==> src/rtl/qdrii_arb_pkg.sv <==
`default_nettype none
// ============================================================================
// Module  : qdrii_arb_pkg
// Purpose : Shared defaults, tag-width helper and error-bit indices for the
//           QDRII user-port arbiter.
// Rev     : 1.0  initial release
// ============================================================================
package qdrii_arb_pkg;

    localparam int c_num_req_default   = 4;
    localparam int c_addr_w_default    = 19;
    localparam int c_data_w_default    = 144;
    localparam int c_tag_depth_default = 32;

    localparam int c_err_orphan   = 0;
    localparam int c_err_cal_lost = 1;

    function automatic int tag_w(input int depth);
        return $clog2(depth);
    endfunction

endpackage
`default_nettype wire

==> src/rtl/rr_arbiter.sv <==
`default_nettype none
// ============================================================================
// Module  : rr_arbiter
// Purpose : One-hot round-robin arbiter; search starts after the last grant.
// Rev     : 1.0  initial release
// ============================================================================
module rr_arbiter #(
    parameter int N = 4
) (
    input  logic         clk,
    input  logic         rst_n,
    input  logic [N-1:0] req,
    input  logic         advance,
    output logic [N-1:0] grant
);

    localparam int c_idx_w = (N > 1) ? $clog2(N) : 1;
    localparam logic [c_idx_w-1:0] c_last_idx = c_idx_w'(N - 1);

    // r_ptr is the highest-priority index for the current cycle
    logic [c_idx_w-1:0] r_ptr;
    logic [c_idx_w-1:0] w_k;
    logic [c_idx_w-1:0] w_next;
    logic               w_found;

    always_comb begin
        grant   = '0;
        w_found = 1'b0;
        w_next  = r_ptr;
        w_k     = '0;
        for (int i = 0; i < N; i++) begin
            w_k = c_idx_w'((int'(r_ptr) + i) % N);
            if (!w_found && req[w_k]) begin
                w_found    = 1'b1;
                grant[w_k] = 1'b1;
                w_next     = (w_k == c_last_idx) ? '0 : w_k + c_idx_w'(1);
            end
        end
    end

    always_ff @(posedge clk) begin
        if (!rst_n) begin
            r_ptr <= '0;
        end else if (advance && w_found) begin
            r_ptr <= w_next;
        end
    end

endmodule
`default_nettype wire

==> src/rtl/qdrii_user_arbiter.sv <==
`default_nettype none
// ============================================================================
// Module  : qdrii_user_arbiter
// Purpose : Shares one QDRII controller among NUM_REQ requesters with separate
//           read/write round-robin arbiters and an in-order read tag FIFO.
// Rev     : 1.0  initial release
// ============================================================================
module qdrii_user_arbiter
    import qdrii_arb_pkg::*;
#(
    parameter int NUM_REQ   = c_num_req_default,
    parameter int ADDR_W    = c_addr_w_default,
    parameter int DATA_W    = c_data_w_default,
    parameter int TAG_DEPTH = c_tag_depth_default
) (
    input  logic                        clk,
    input  logic                        rst_n,
    input  logic                        cal_done,
    input  logic [NUM_REQ-1:0]          req_wr_valid,
    output logic [NUM_REQ-1:0]          req_wr_ready,
    input  logic [NUM_REQ*ADDR_W-1:0]   req_wr_addr,
    input  logic [NUM_REQ*DATA_W-1:0]   req_wr_data,
    input  logic [NUM_REQ-1:0]          req_rd_valid,
    output logic [NUM_REQ-1:0]          req_rd_ready,
    input  logic [NUM_REQ*ADDR_W-1:0]   req_rd_addr,
    output logic [NUM_REQ-1:0]          rsp_valid,
    output logic [DATA_W-1:0]           rsp_data,
    output logic                        qdr_wr_cmd,
    output logic [ADDR_W-1:0]           qdr_wr_addr,
    output logic [DATA_W-1:0]           qdr_wr_data,
    input  logic                        qdr_wr_full,
    output logic                        qdr_rd_cmd,
    output logic [ADDR_W-1:0]           qdr_rd_addr,
    input  logic                        qdr_rd_full,
    input  logic                        qdr_rd_valid,
    input  logic [DATA_W-1:0]           qdr_rd_data,
    output logic [1:0]                  err_flags,
    input  logic                        err_clr,
    output logic [tag_w(TAG_DEPTH):0]   rd_outstanding
);

    localparam int c_tag_w = tag_w(TAG_DEPTH);
    localparam int c_req_w = $clog2(NUM_REQ);
    localparam logic [c_tag_w:0] c_tag_full = (c_tag_w + 1)'(TAG_DEPTH);

    logic [NUM_REQ-1:0] w_wr_elig, w_rd_elig;
    logic [NUM_REQ-1:0] w_wr_grant, w_rd_grant;
    logic               w_wr_gate, w_rd_gate;
    logic               w_wr_accept, w_rd_accept;
    logic [c_req_w-1:0] w_rd_idx;
    logic [ADDR_W-1:0]  w_wr_addr_sel, w_rd_addr_sel;
    logic [DATA_W-1:0]  w_wr_data_sel;

    logic [c_req_w-1:0] r_tag_mem [TAG_DEPTH];
    logic [c_tag_w-1:0] r_wptr, r_rptr;
    logic [c_tag_w:0]   r_count;
    logic               w_tag_empty, w_tag_full;
    logic               w_push, w_pop;
    logic [c_req_w-1:0] w_tag_out;
    logic [NUM_REQ-1:0] w_tag_onehot;

    logic               r_wr_cmd, r_rd_cmd;
    logic [ADDR_W-1:0]  r_wr_addr, r_rd_addr;
    logic [DATA_W-1:0]  r_wr_data, r_rsp_data;
    logic [NUM_REQ-1:0] r_rsp_valid;
    logic [1:0]         r_err, w_err_new;
    logic               r_cal_d;

    // Full is judged on current occupancy, so a same-cycle pop never opens the gate
    assign w_tag_empty = (r_count == '0);
    assign w_tag_full  = (r_count == c_tag_full);

    assign w_wr_gate = rst_n & cal_done & ~qdr_wr_full;
    assign w_rd_gate = rst_n & cal_done & ~qdr_rd_full & ~w_tag_full;
    assign w_wr_elig = req_wr_valid & {NUM_REQ{w_wr_gate}};
    assign w_rd_elig = req_rd_valid & {NUM_REQ{w_rd_gate}};

    rr_arbiter #(.N(NUM_REQ)) u_wr_arb (
        .clk     (clk),
        .rst_n   (rst_n),
        .req     (w_wr_elig),
        .advance (w_wr_accept),
        .grant   (w_wr_grant)
    );

    rr_arbiter #(.N(NUM_REQ)) u_rd_arb (
        .clk     (clk),
        .rst_n   (rst_n),
        .req     (w_rd_elig),
        .advance (w_rd_accept),
        .grant   (w_rd_grant)
    );

    assign w_wr_accept  = |w_wr_grant;
    assign w_rd_accept  = |w_rd_grant;
    assign req_wr_ready = w_wr_grant;
    assign req_rd_ready = w_rd_grant;

    always_comb begin
        w_rd_idx      = '0;
        w_wr_addr_sel = '0;
        w_wr_data_sel = '0;
        w_rd_addr_sel = '0;
        for (int i = 0; i < NUM_REQ; i++) begin
            if (w_wr_grant[i]) begin
                w_wr_addr_sel = req_wr_addr[i*ADDR_W +: ADDR_W];
                w_wr_data_sel = req_wr_data[i*DATA_W +: DATA_W];
            end
            if (w_rd_grant[i]) begin
                w_rd_idx      = c_req_w'(i);
                w_rd_addr_sel = req_rd_addr[i*ADDR_W +: ADDR_W];
            end
        end
    end

    always_ff @(posedge clk) begin
        if (!rst_n) begin
            r_wr_cmd  <= 1'b0;
            r_wr_addr <= '0;
            r_wr_data <= '0;
            r_rd_cmd  <= 1'b0;
            r_rd_addr <= '0;
        end else begin
            r_wr_cmd <= w_wr_accept;
            r_rd_cmd <= w_rd_accept;
            if (w_wr_accept) begin
                r_wr_addr <= w_wr_addr_sel;
                r_wr_data <= w_wr_data_sel;
            end
            if (w_rd_accept) begin
                r_rd_addr <= w_rd_addr_sel;
            end
        end
    end

    assign w_push    = w_rd_accept;
    assign w_pop     = qdr_rd_valid & ~w_tag_empty;
    assign w_tag_out = r_tag_mem[r_rptr];

    always_ff @(posedge clk) begin
        if (w_push) begin
            r_tag_mem[r_wptr] <= w_rd_idx;
        end
    end

    always_ff @(posedge clk) begin
        if (!rst_n) begin
            r_wptr  <= '0;
            r_rptr  <= '0;
            r_count <= '0;
        end else begin
            if (w_push) r_wptr <= r_wptr + c_tag_w'(1);
            if (w_pop)  r_rptr <= r_rptr + c_tag_w'(1);
            case ({w_push, w_pop})
                2'b10:   r_count <= r_count + (c_tag_w + 1)'(1);
                2'b01:   r_count <= r_count - (c_tag_w + 1)'(1);
                default: r_count <= r_count;
            endcase
        end
    end

    always_comb begin
        w_tag_onehot = '0;
        for (int i = 0; i < NUM_REQ; i++) begin
            w_tag_onehot[i] = (w_tag_out == c_req_w'(i));
        end
    end

    always_ff @(posedge clk) begin
        if (!rst_n) begin
            r_rsp_valid <= '0;
            r_rsp_data  <= '0;
        end else begin
            r_rsp_valid <= w_pop ? w_tag_onehot : '0;
            if (w_pop) begin
                r_rsp_data <= qdr_rd_data;
            end
        end
    end

    // A new error in the same cycle as err_clr survives the clear
    always_comb begin
        w_err_new                 = 2'b00;
        w_err_new[c_err_orphan]   = qdr_rd_valid & w_tag_empty;
        w_err_new[c_err_cal_lost] = r_cal_d & ~cal_done & ~w_tag_empty;
    end

    always_ff @(posedge clk) begin
        if (!rst_n) begin
            r_err   <= 2'b00;
            r_cal_d <= 1'b0;
        end else begin
            r_err   <= (err_clr ? 2'b00 : r_err) | w_err_new;
            r_cal_d <= cal_done;
        end
    end

    assign qdr_wr_cmd     = r_wr_cmd;
    assign qdr_wr_addr    = r_wr_addr;
    assign qdr_wr_data    = r_wr_data;
    assign qdr_rd_cmd     = r_rd_cmd;
    assign qdr_rd_addr    = r_rd_addr;
    assign rsp_valid      = r_rsp_valid;
    assign rsp_data       = r_rsp_data;
    assign err_flags      = r_err;
    assign rd_outstanding = r_count;

endmodule
`default_nettype wire

==> config.mk <==
export PLATFORM = sky130hd
export DESIGN_NAME = qdrii_user_arbiter
export DESIGN_NICKNAME = d
export VERILOG_FILES = /design/src/rtl/qdrii_arb_pkg.sv /design/src/rtl/rr_arbiter.sv /design/src/rtl/qdrii_user_arbiter.sv
export SDC_FILE = /design/constraint.sdc
export NUM_CORES = 1
export LEC_CHECK = 0
export CAP_MARGIN = 20
export CELL_PAD_IN_SITES_DETAIL_PLACEMENT = 0
export CELL_PAD_IN_SITES_GLOBAL_PLACEMENT = 1
export CORE_AREA = 2 2 480 482
export CTS_CLUSTER_SIZE = 20
export DETAILED_ROUTE_END_ITERATION = 6
export DIE_AREA = 0 0 482 484
export PLACE_DENSITY = 0.41
export SLEW_MARGIN = 10
export SYNTH_ARGS = -nofsm -noshare
export SYNTH_HDL_FRONTEND = slang
export SYNTH_HIERARCHICAL = 1
export SYNTH_SLANG_ARGS = --single-unit
==> constraint.sdc <==
create_clock -name clk -period 7.49 [get_ports clk]
set_input_delay 1.498 -clock clk [delete_from_list [all_inputs] [get_ports clk]]
set_output_delay 1.498 -clock clk [all_outputs]
set_load 0.02 [all_outputs]
Yosys cells after proc, flatten, opt, wreduce, memory -nomap -nowiden
Memory sizes are Yosys's and may differ from the RTL's. A register that Yosys moved wholly into a read port is not among the register bits.
Cells that the tools add are included.
{ "totals": {"romBits": 0, "in_bits": 887, "mem_bits_rw": 64, "output_inout_bits": 348, "reg_bits": 355, "mem_count": 1, "latchBits": 0, "wordCells": 202} }
{ "memory_table": {"columns": ["name", "words", "width", "read_ports", "rd_ports_with_merged_regs", "write_ports", "line_no", "source"], "rows": [
  ["r_tag_mem", 32, 2, 1, 1, 1, "qdrii_user_arbiter.sv:54", "logic [c_req_w-1:0] r_tag_mem [TAG_DEPTH];"]
]} }
{ "op_classes": {"addsub": 18, "shifts": 0, "reduce_logical": 32, "multipliers": 0, "n_bitwise": 22, "div_mod_pow": 0, "eq_ne": 14, "magnitude_cmp": 16, "mux": 85} }
{ "op_table": {"columns": ["operator", "count"], "rows": [
  ["144-bit 2-to-1 mux", 4],
  ["19-bit 2-to-1 mux", 8],
  ["2-bit 2-to-1 mux", 19],
  ["4-bit 2-to-1 mux", 8],
  ["1-bit 2-to-1 mux", 27],
  ["2-bit by 3-bit less-than comparator with 1-bit output, second input constant", 8],
  ["4-bit OR", 6],
  ["2-bit equality test, second input constant", 11],
  ["2-bit by 1-bit adder with 2-bit output, second input constant", 10],
  ["1-bit binary-select mux with 2-bit select", 8],
  ["1-bit demux with 2-bit select", 8],
  ["2-bit by 1-bit greater-or-equal comparator with 1-bit output, second input constant", 8],
  ["1-bit logical AND", 16],
  ["6-bit case mux with 2 select lines", 1],
  ["5-bit by 1-bit adder with 5-bit output, second input constant", 2],
  ["5-bit 2-to-1 mux", 2],
  ["2-bit adder, second input constant", 4],
  ["1-bit AND", 8],
  ["4-bit AND", 2],
  ["4-bit nonzero test", 2],
  ["4-bit OR reduction", 2],
  ["6-bit by 1-bit adder with 6-bit output, second input constant", 1],
  ["6-bit equality test, second input constant", 1],
  ["1-bit logical NOT", 6],
  ["other kinds (8)", 15]
]} }

Depth between registers and ports, before layout
Gate-level depths: netlist of run 1.
{ "logic_depth": {"word_depth": 20, "mapped_depth": 20, "depth_no_buf": 16} }

By module
Netlist of run 1, hierarchy kept.
{ "modules_own_cells": {"columns": ["mod", "instances", "cells_each", "seq_area_each_um2", "area_each_um2"], "rows": [
  ["qdrii_user_arbiter", 1, 2193, 9048.7, 20001.7],
  ["rr_arbiter at u_wr_arb", 1, 65, 40.0, 594.3],
  ["rr_arbiter at u_rd_arb", 1, 64, 40.0, 581.8]
]} }

Worst setup path before layout of run 1
No wires, ideal clock.
{ "synth_path": {"kind": "in2reg", "start": "input rst_n", "end": "register r_count[2] (netlist: rd_outstanding[2])", "t_required_ps": 7420, "path_stages": 20, "n_path_buf": 4, "arrival_ps": 5977, "path_slack_ps": 1443, "setup_time_ps": 70, "cell_sequence": "clkbuf_1 > nand2_1 > a311oi_1 > and2_1 > mux4_1 > nand2b_1 > nor2_1 > a22oi_1 > o21ai_0 > nor4_1 > clkbuf_1 > clkbuf_1 > ha_1 > clkbuf_1 > xor2_1 > ha_1 > a31oi_1 > xor2_1 > or3_1 > a21boi_1"} }
{ "synth_between": {"elab_chain_cells": 19, "elab_cells_between_ends": 33, "cone_classes": "eq/ne (2); mux (16); bitwise (7); reduce/logical (8)"} }
{ "synth_lines": {"columns": ["item", "line_no", "source"], "rows": [
  ["start: declaration", "qdrii_user_arbiter.sv:17", "input logic rst_n,"],
  ["1-bit AND (*) (3 in series)", "qdrii_user_arbiter.sv:74", "assign w_rd_gate = rst_n & cal_done & ~qdr_rd_full & ~w_tag_full;"],
  ["4-bit AND (*)", "qdrii_user_arbiter.sv:76", "assign w_rd_elig = req_rd_valid & {NUM_REQ{w_rd_gate}};"],
  ["net w_rd_elig[0]", "qdrii_user_arbiter.sv:46", "logic [NUM_REQ-1:0] w_wr_elig, w_rd_elig;"],
  ["1-bit binary-select mux with 2-bit select", "rr_arbiter.sv:33", "if (!w_found && req[w_k]) begin"],
  ["1-bit 2-to-1 mux (implied by the code)", "rr_arbiter.sv:33", null],
  ["1-bit 2-to-1 mux", "rr_arbiter.sv:33", null],
  ["1-bit logical NOT", "rr_arbiter.sv:33", null],
  ["1-bit logical AND", "rr_arbiter.sv:33", null],
  ["[3 not listed]", null, null],
  ["1-bit 2-to-1 mux", "rr_arbiter.sv:33", null],
  ["1-bit logical NOT", "rr_arbiter.sv:33", null],
  ["1-bit logical AND", "rr_arbiter.sv:33", null],
  ["4-bit 2-to-1 mux (*)", "rr_arbiter.sv:33", null],
  ["net req_rd_ready[1]", "qdrii_user_arbiter.sv:24", "output logic [NUM_REQ-1:0] req_rd_ready,"],
  ["4-bit OR reduction (*)", "qdrii_user_arbiter.sv:95", "assign w_rd_accept = |w_rd_grant;"],
  ["2-bit by 1-bit equality test with 1-bit output or 2-bit equality test (tied branches)", "qdrii_user_arbiter.sv:154", "case ({w_push, w_pop})"],
  ["6-bit case mux with 2 select lines or 2-bit nonzero test (tied branches)", null, null],
  ["end signal: assignment", "qdrii_user_arbiter.sv:155", "2'b10: r_count <= r_count + (c_tag_w + 1)'(1);"],
  ["end signal: assignment", "qdrii_user_arbiter.sv:156", "2'b01: r_count <= r_count - (c_tag_w + 1)'(1);"],
  ["end signal: assignment", "qdrii_user_arbiter.sv:157", "default: r_count <= r_count;"],
  ["end: declaration", "qdrii_user_arbiter.sv:56", "logic [c_tag_w:0] r_count;"]
]} }
The timed path passes the listed nets; every way through them passes the cells marked *. The select of a mux whose other input is x is not followed.
A chain may end at the register's enable or synchronous reset.

Worst setup path in the final report of run 1
{ "layout_path": {"start": "input cal_done", "end": "output req_wr_ready[2]"} }
{ "layout_between": {"elab_chain_cells": 15, "elab_cells_between_ends": 27, "cone_classes": "mux (15); bitwise (6); reduce/logical (6)"} }
{ "layout_lines": {"columns": ["item", "line_no", "source"], "rows": [
  ["start: declaration", "qdrii_user_arbiter.sv:18", "input logic cal_done,"],
  ["1-bit AND (*) (2 in series)", "qdrii_user_arbiter.sv:73", "assign w_wr_gate = rst_n & cal_done & ~qdr_wr_full;"],
  ["4-bit AND (*)", "qdrii_user_arbiter.sv:75", "assign w_wr_elig = req_wr_valid & {NUM_REQ{w_wr_gate}};"],
  ["net w_wr_elig[2]", "qdrii_user_arbiter.sv:46", null],
  ["1-bit binary-select mux with 2-bit select", "rr_arbiter.sv:33", null],
  ["1-bit 2-to-1 mux (implied by the code)", "rr_arbiter.sv:33", null],
  ["1-bit 2-to-1 mux", "rr_arbiter.sv:33", null],
  ["1-bit logical NOT", "rr_arbiter.sv:33", null],
  ["1-bit logical AND", "rr_arbiter.sv:33", null],
  ["1-bit 2-to-1 mux", "rr_arbiter.sv:33", null],
  ["1-bit logical NOT", "rr_arbiter.sv:33", null],
  ["1-bit logical AND", "rr_arbiter.sv:33", null],
  ["1-bit 2-to-1 mux", "rr_arbiter.sv:33", null],
  ["1-bit logical NOT", "rr_arbiter.sv:33", null],
  ["1-bit logical AND", "rr_arbiter.sv:33", null],
  ["4-bit 2-to-1 mux (*)", "rr_arbiter.sv:33", null],
  ["end: declaration", "qdrii_user_arbiter.sv:20", "output logic [NUM_REQ-1:0] req_wr_ready,"]
]} }
Marks and branches as above.

==> metrics.csv, run 1 <==
metric,value,unit
power_leakage,0.0128,uW
syn_area_per_cell,9.12,um^2
power_frac_comb,38.7,%
yosysTopAreaCell,dfxtp_1,
drc_errors,0,
vias,24194,
grt_pass1_vias,24103,
cts_sinks,424,
netlist_top_cells_count,"360 x dfxtp_1, 351 x nor2b_1, 343 x a221oi_1",
reg2regPathDepth,17,
holdCritStartpoint,rsp_data[115],
arrival,5.07,ns
clkPwrFrac,33.0,%
place_ws,0.906,ns
rsz0062_at_grt,false,
utilization,17.3,%
grt_max_degree,164,
die_w,482,um
hold_end,rsp_data[115],
rows,176,
port_buffers,1234,
pin_count,1235,
ir_drop,0.152,mV
final_hold_viol_count,0,
setup_tns,0,ns
synth_seq_cells,424,
grt_pass1_wl,236000,um
drt_first_pass_iters,5,
nets,4352,
syn_to_final_growth,86.4,%
worst_pin_slew,1.13,ns
clk_latency,0.71,ns
core,229000,um^2
power.total,10700,uW
place.gp.congestion,0.913,
fin_ws,0.925,ns
drive_gt1_share,5.97,%
dr.first_iter.drc_count,1619,
vias_per_cell,3.69,
synth.distinct_cells,59,
yosysSeqAreaShare,43.1,%
ys_async_sr_fraction,0,%
yosys-top-cells-area,"dfxtp_1 34%, a221oi_1 14%, nor2b_1 10%",
power.density,272,nW/um^2
netlist_instances,2322,
ys.warnings.count,6,
die_h,484,um
postRouteWirelength,182000,um
cts_made_buffers,69,
status,completed,
fin_skew,0.0365,ns
postRouteAntennaNets,0,
holdWs,0.449,ns
worstPathMaxFanout,15,
synth_edf_count,64,
period_needed,6.57,ns
cts_max_level,3,
crit_required,5.99,ns
yosysMostFrequentCell,dfxtp_1,
fmax,152,MHz
clkTransAtPathRegs,0.05,ns
synth_top_cell_area_share,34.0,%
max_cap_viol_count,0,
fin_crit_sh,87.7,%
power.switching,4150,uW
r2r-start,rd_outstanding[0],
cp-end-kind,output port,
syn-num-nets,3227,
relSlewSlack,24.9,%
antenna_found_initial,156,
cts_resized,0,
seqPwrFrac,28.3,%
overflow,0,
rrSetupSlack,2.51,ns
min_path_type,register to register,
rr_endpoint,rd_outstanding[2],
critical_path_class,input pin to output port,
initial_core_util,9.26,%
cp-start-kind,input pin,
synthFlopType,dfxtp_1,
syn-cell-area,21200,um^2
post_cts_buffers,0,
cts_tree,done,
setup_viol,0,
post_drt_wl_per_cell,27.7,um
drv_slew,0,
grt_usage,15.0,%
die_area,233000,um^2
clock_path_buffers,3,
fillers,25681,
sw_frac_of_total,38.7,%
holdBufCountCts,0,
cts.root.buffer_cell,clkbuf_16,
worstHoldPathCells,2,
dp_hpwl,147000,um
p_int,6580,uW
[layout make-up]
| class | count | area (um^2) | area share [%] |
|---|---|---|---|
| Sequential cell | 424 | 9130 | 23.1 |
| Antenna cell | 37 | 92.6 | 0.235 |
| Multi-Input combinational cell | 1651 | 11100 | 28.2 |
| Clock buffer | 98 | 2000 | 5.05 |
| Clock inverter | 26 | 444 | 1.13 |
| Timing Repair Buffer | 1285 | 12800 | 32.5 |
| Tap cell | 3026 | 3790 | 9.59 |
| Inverter | 16 | 65.1 | 0.165 |
[through the flow]
step	cell area (um^2)	instances
2_1_floorplan	21200	2322
3_3_place_gp	36900	6402
3_5_place_dp	36900	6402
4_1_cts	39400	6526
5_1_grt	39400	6534
6_report	39500	6563
[placed cells by master (no fill, tap or decap), types with 6 or more instances in the layout]
master and count:
a21boi_1 149, a21oi_1 9, a221oi_1 343, a22oi_1 33, and2_1 24, buf_12 8
buf_4 44, bufinv_16 6, clkbuf_1 13, clkbuf_16 69, clkbuf_8 16, clkdlybuf4s50_1 1232
clkinv_2 8, dfxtp_1 360, diode_2 37, edfxtp_1 64, ha_1 18, inv_1 12
mux2_2 6, mux2i_1 17, mux4_1 12, mux4_2 14, nand2_1 339, nand2b_1 9
nand3b_1 8, nor2_1 39, nor2b_1 350, nor3_1 168, nor4_1 10, o21ai_0 27
xnor2_1 6
[power groups by stage]
stage                     clock network, uW  registers [uW]  logic [uW]
after detailed placement                  0            3090        4260
after global routing                   3770            3100        4500
final                                  3540            3040        4150
after CTS                              3700            3050        4280
after global placement                    0            3080        4270
after floorplan                           0            3490        1490
[routing by layer]
layer	wire length [um]	track usage [%]
met1	73000	17.9
met2	84200	24.4
met3	21200	7.49
met4	3010	2.37
met5	553	0
[worst max-delay path, cell delays in order]
cell             delay [ns]
clkdlybuf4s50_1        0.43
nand2_1                0.15
nor2_1                 0.11
and2_1                 0.26
mux4_2                 0.67
or2_4                  0.33
nor2_1                 0.29
a22oi_1                0.16
o21ai_4                0.32
clkdlybuf4s50_1        0.81
[kinds of logic after synthesis]
| logic type | Yosys count | synth area share (%) |
|---|---|---|
| compound gates | 594 | 22.9 |
| xor+xnor | 9 | 0.372 |
| fa+ha+maj | 18 | 1.06 |
| buf+inv | 247 | 4.63 |
| flops | 424 | 43.1 |
| mux | 50 | 4.21 |
| simple gates | 980 | 23.7 |
[state kept, by name, indices dropped and copies added, names as in the netlist, 4 cells and up, named ones only]
name and count:
r_rptr 5, r_wptr 5, qdr_wr_addr 19, r_tag_mem 64, rd_outstanding 6, rsp_valid 4
rsp_data 144, qdr_wr_data 144, qdr_rd_addr 19
[worst max-delay path by stage]
stage,from,to,slack [ns]
2_1_floorplan,rst_n,rd_outstanding[2],1.44
3_3_place_gp,cal_done,req_wr_ready[2],0.88
3_5_place_dp,cal_done,req_wr_ready[2],0.91
4_1_cts,cal_done,req_wr_ready[2],0.90
5_1_grt,cal_done,req_rd_ready[1],0.73
6_report,cal_done,req_wr_ready[2],0.92
Power figures use the tool's default switching activity.
==> inputs of run 2 (changes only) <==
--- a/config.mk
+++ b/config.mk
@@ -8,11 +8,11 @@
 export CAP_MARGIN = 20
 export CELL_PAD_IN_SITES_DETAIL_PLACEMENT = 0
 export CELL_PAD_IN_SITES_GLOBAL_PLACEMENT = 1
-export CORE_AREA = 2 2 480 482
+export CORE_AREA = 2 2 477 479
 export CTS_CLUSTER_SIZE = 20
 export DETAILED_ROUTE_END_ITERATION = 6
-export DIE_AREA = 0 0 482 484
-export PLACE_DENSITY = 0.41
+export DIE_AREA = 0 0 479 481
+export PLACE_DENSITY = 0.42
 export SLEW_MARGIN = 10
 export SYNTH_ARGS = -nofsm -noshare
 export SYNTH_HDL_FRONTEND = slang
==> constraint.sdc (replaced) <==
create_clock -name clk -period 7.85 [get_ports clk]
set_input_delay 1.57 -clock clk [delete_from_list [all_inputs] [get_ports clk]]
set_output_delay 1.57 -clock clk [all_outputs]
set_load 0.02 [all_outputs]
==> metrics.csv, run 2 (same netlist as run 1, synthesis figures left out) <==
metric,value,unit
setup_tns,0,ns
clock_path_buffers,3,
drv_slew,0,
grt_usage,15.4,%
die_w,479,um
cts_sinks,424,
fmax,150,MHz
rsz0062_at_grt,false,
holdWs,0.450,ns
stdcell_area,39200,um^2
drive_gt1_share,5.42,%
overflow,0,
cts_max_level,3,
placed_area,36900,um^2
die_area,230000,um^2
grt_max_degree,144,
max_cap_viol_count,0,
min_path_type,register to register,
grt_util_met3,8.74,%
holdCritStartpoint,rsp_data[0],
arrival,5.09,ns
post_cts_buffers,0,
clkTransAtPathRegs,0.05,ns
fin_crit_sh,84.8,%
reg2regPathDepth,17,
postRouteWirelength,185000,um
antenna_found_initial,177,
worstPathMaxFanout,24,
postRouteAntennaNets,0,
setup_viol,0,
drt_first_pass_iters,7,
use_met1,17.3,%
final_hold_viol_count,0,
port_buffers,1234,
top_usage_layer,met2,
grt_pass1_vias,23708,
power.total,9960,uW
drc_errors,0,
cts_resized,0,
cts_tree,done,
ir_drop,0.152,mV
relSlewSlack,27.4,%
r2r-start,rd_outstanding[1],
status,completed,
initial_core_util,9.38,%
nets,4340,
post_drt_wl_per_cell,28.3,um
power_leakage,0.0126,uW
final_common_cell,clkdlybuf4s50_1,
power.density,254,nW/um^2
syn_to_final_growth,85.0,%
worstHoldPathCells,2,
cp-start-kind,input pin,
final_cell_mix,"1,232 x clkdlybuf4s50_1, 360 x dfxtp_1, 350 x nor2b_1, 343 x a221oi_1, 339 x nand2_1",
rows,175,
grt_pass1_wl,237000,um
fin_skew,0.0356,ns
vias,24161,
place.gp.congestion,0.861,
clk_latency,0.69,ns
gr-usage-met2,25.3,%
dp_hpwl,150000,um
core,226000,um^2
cp-end-kind,output port,
critical_path_class,input pin to output port,
dp.cells,6373,
crit_required,6.28,ns
holdBufCountCts,0,
rr_endpoint,rd_outstanding[2],
pin_count,1235,
worst_pin_slew,1.09,ns
vias_per_cell,3.70,
hold_end,rsp_data[0],
dr.first_iter.drc_count,1405,
die_h,481,um
period_needed,6.66,ns
stdcell_count,6532,
cts.root.buffer_cell,clkbuf_16,
rrSetupSlack,2.66,ns
cts_made_buffers,68,
-- run 2: cell count changes in the layout (fill, tap and decap cells not counted), moves of 2 or more --
cell        before  now
bufinv_16        6    4
clkinv_2         8    5
clkinv_1         1    3
inv_6            2    5
clkinvlp_4       1    3
clkbuf_8        16    9
buf_4           44   31
clkbuf_1        13   19
clkinv_16        5    1
-- run 2: final cells by class --
type | instances | area [um^2]
Antenna cell | 37 | 92.6
Clock buffer | 96 | 1900
Clock inverter | 25 | 314
Fill cell | 25291 | 187000
Inverter | 16 | 65.1
Multi-Input combinational cell | 1651 | 11100
Sequential cell | 424 | 9130
Tap cell | 3009 | 3760
Timing Repair Buffer | 1274 | 12800
-- run 2: worst max-delay path, cell delays in order --
cell,delay [ns]
clkdlybuf4s50_1,0.43
nand2_1,0.13
nor2_1,0.10
and2_1,0.25
mux4_2,0.67
or2_4,0.33
nor2_1,0.30
a22oi_1,0.18
o21ai_4,0.32
clkdlybuf4s50_1,0.78
-- run 2: power by group --
part           internal (uW)  switching, uW  leakage [uW]  total (uW)
registers               2620            286       0.00353        2910
logic                   1660           2240       0.00804        3890
clock network           1830           1330       0.00107        3160
-- run 2: worst max path at each step --
stage	startpoint	end	slack, ns	cells after the start
2_1_floorplan	rst_n	rd_outstanding[2]	1.73	20
3_3_place_gp	req_wr_valid[0]	req_wr_ready[2]	1.19	8
3_5_place_dp	req_wr_valid[0]	req_wr_ready[2]	1.21	8
4_1_cts	req_wr_valid[0]	req_wr_ready[2]	1.19	8
5_1_grt	cal_done	req_wr_ready[2]	1.03	10
6_report	cal_done	req_wr_ready[2]	1.19	10
-- run 2: per-stage QoR --
| stage | utilization (%) | setup WS (ns) |
|---|---|---|
| final | 17.4 | 1.19 |
| after global routing | 17.3 | 1.03 |
| after CTS | 17.3 | 1.19 |
| after detailed placement | 16.3 | 1.21 |
| after global placement | 16.3 | 1.19 |
| after floorplan | - | 1.73 |
-- run 2: routing by layer --
metal  vias to the layer above  part of all wire [%]
met5                         -                  0.37
met4                       104                   1.9
met3                       358                    12
met2                      1106                    46
met1                     11706                    39
li1                      10887                     -
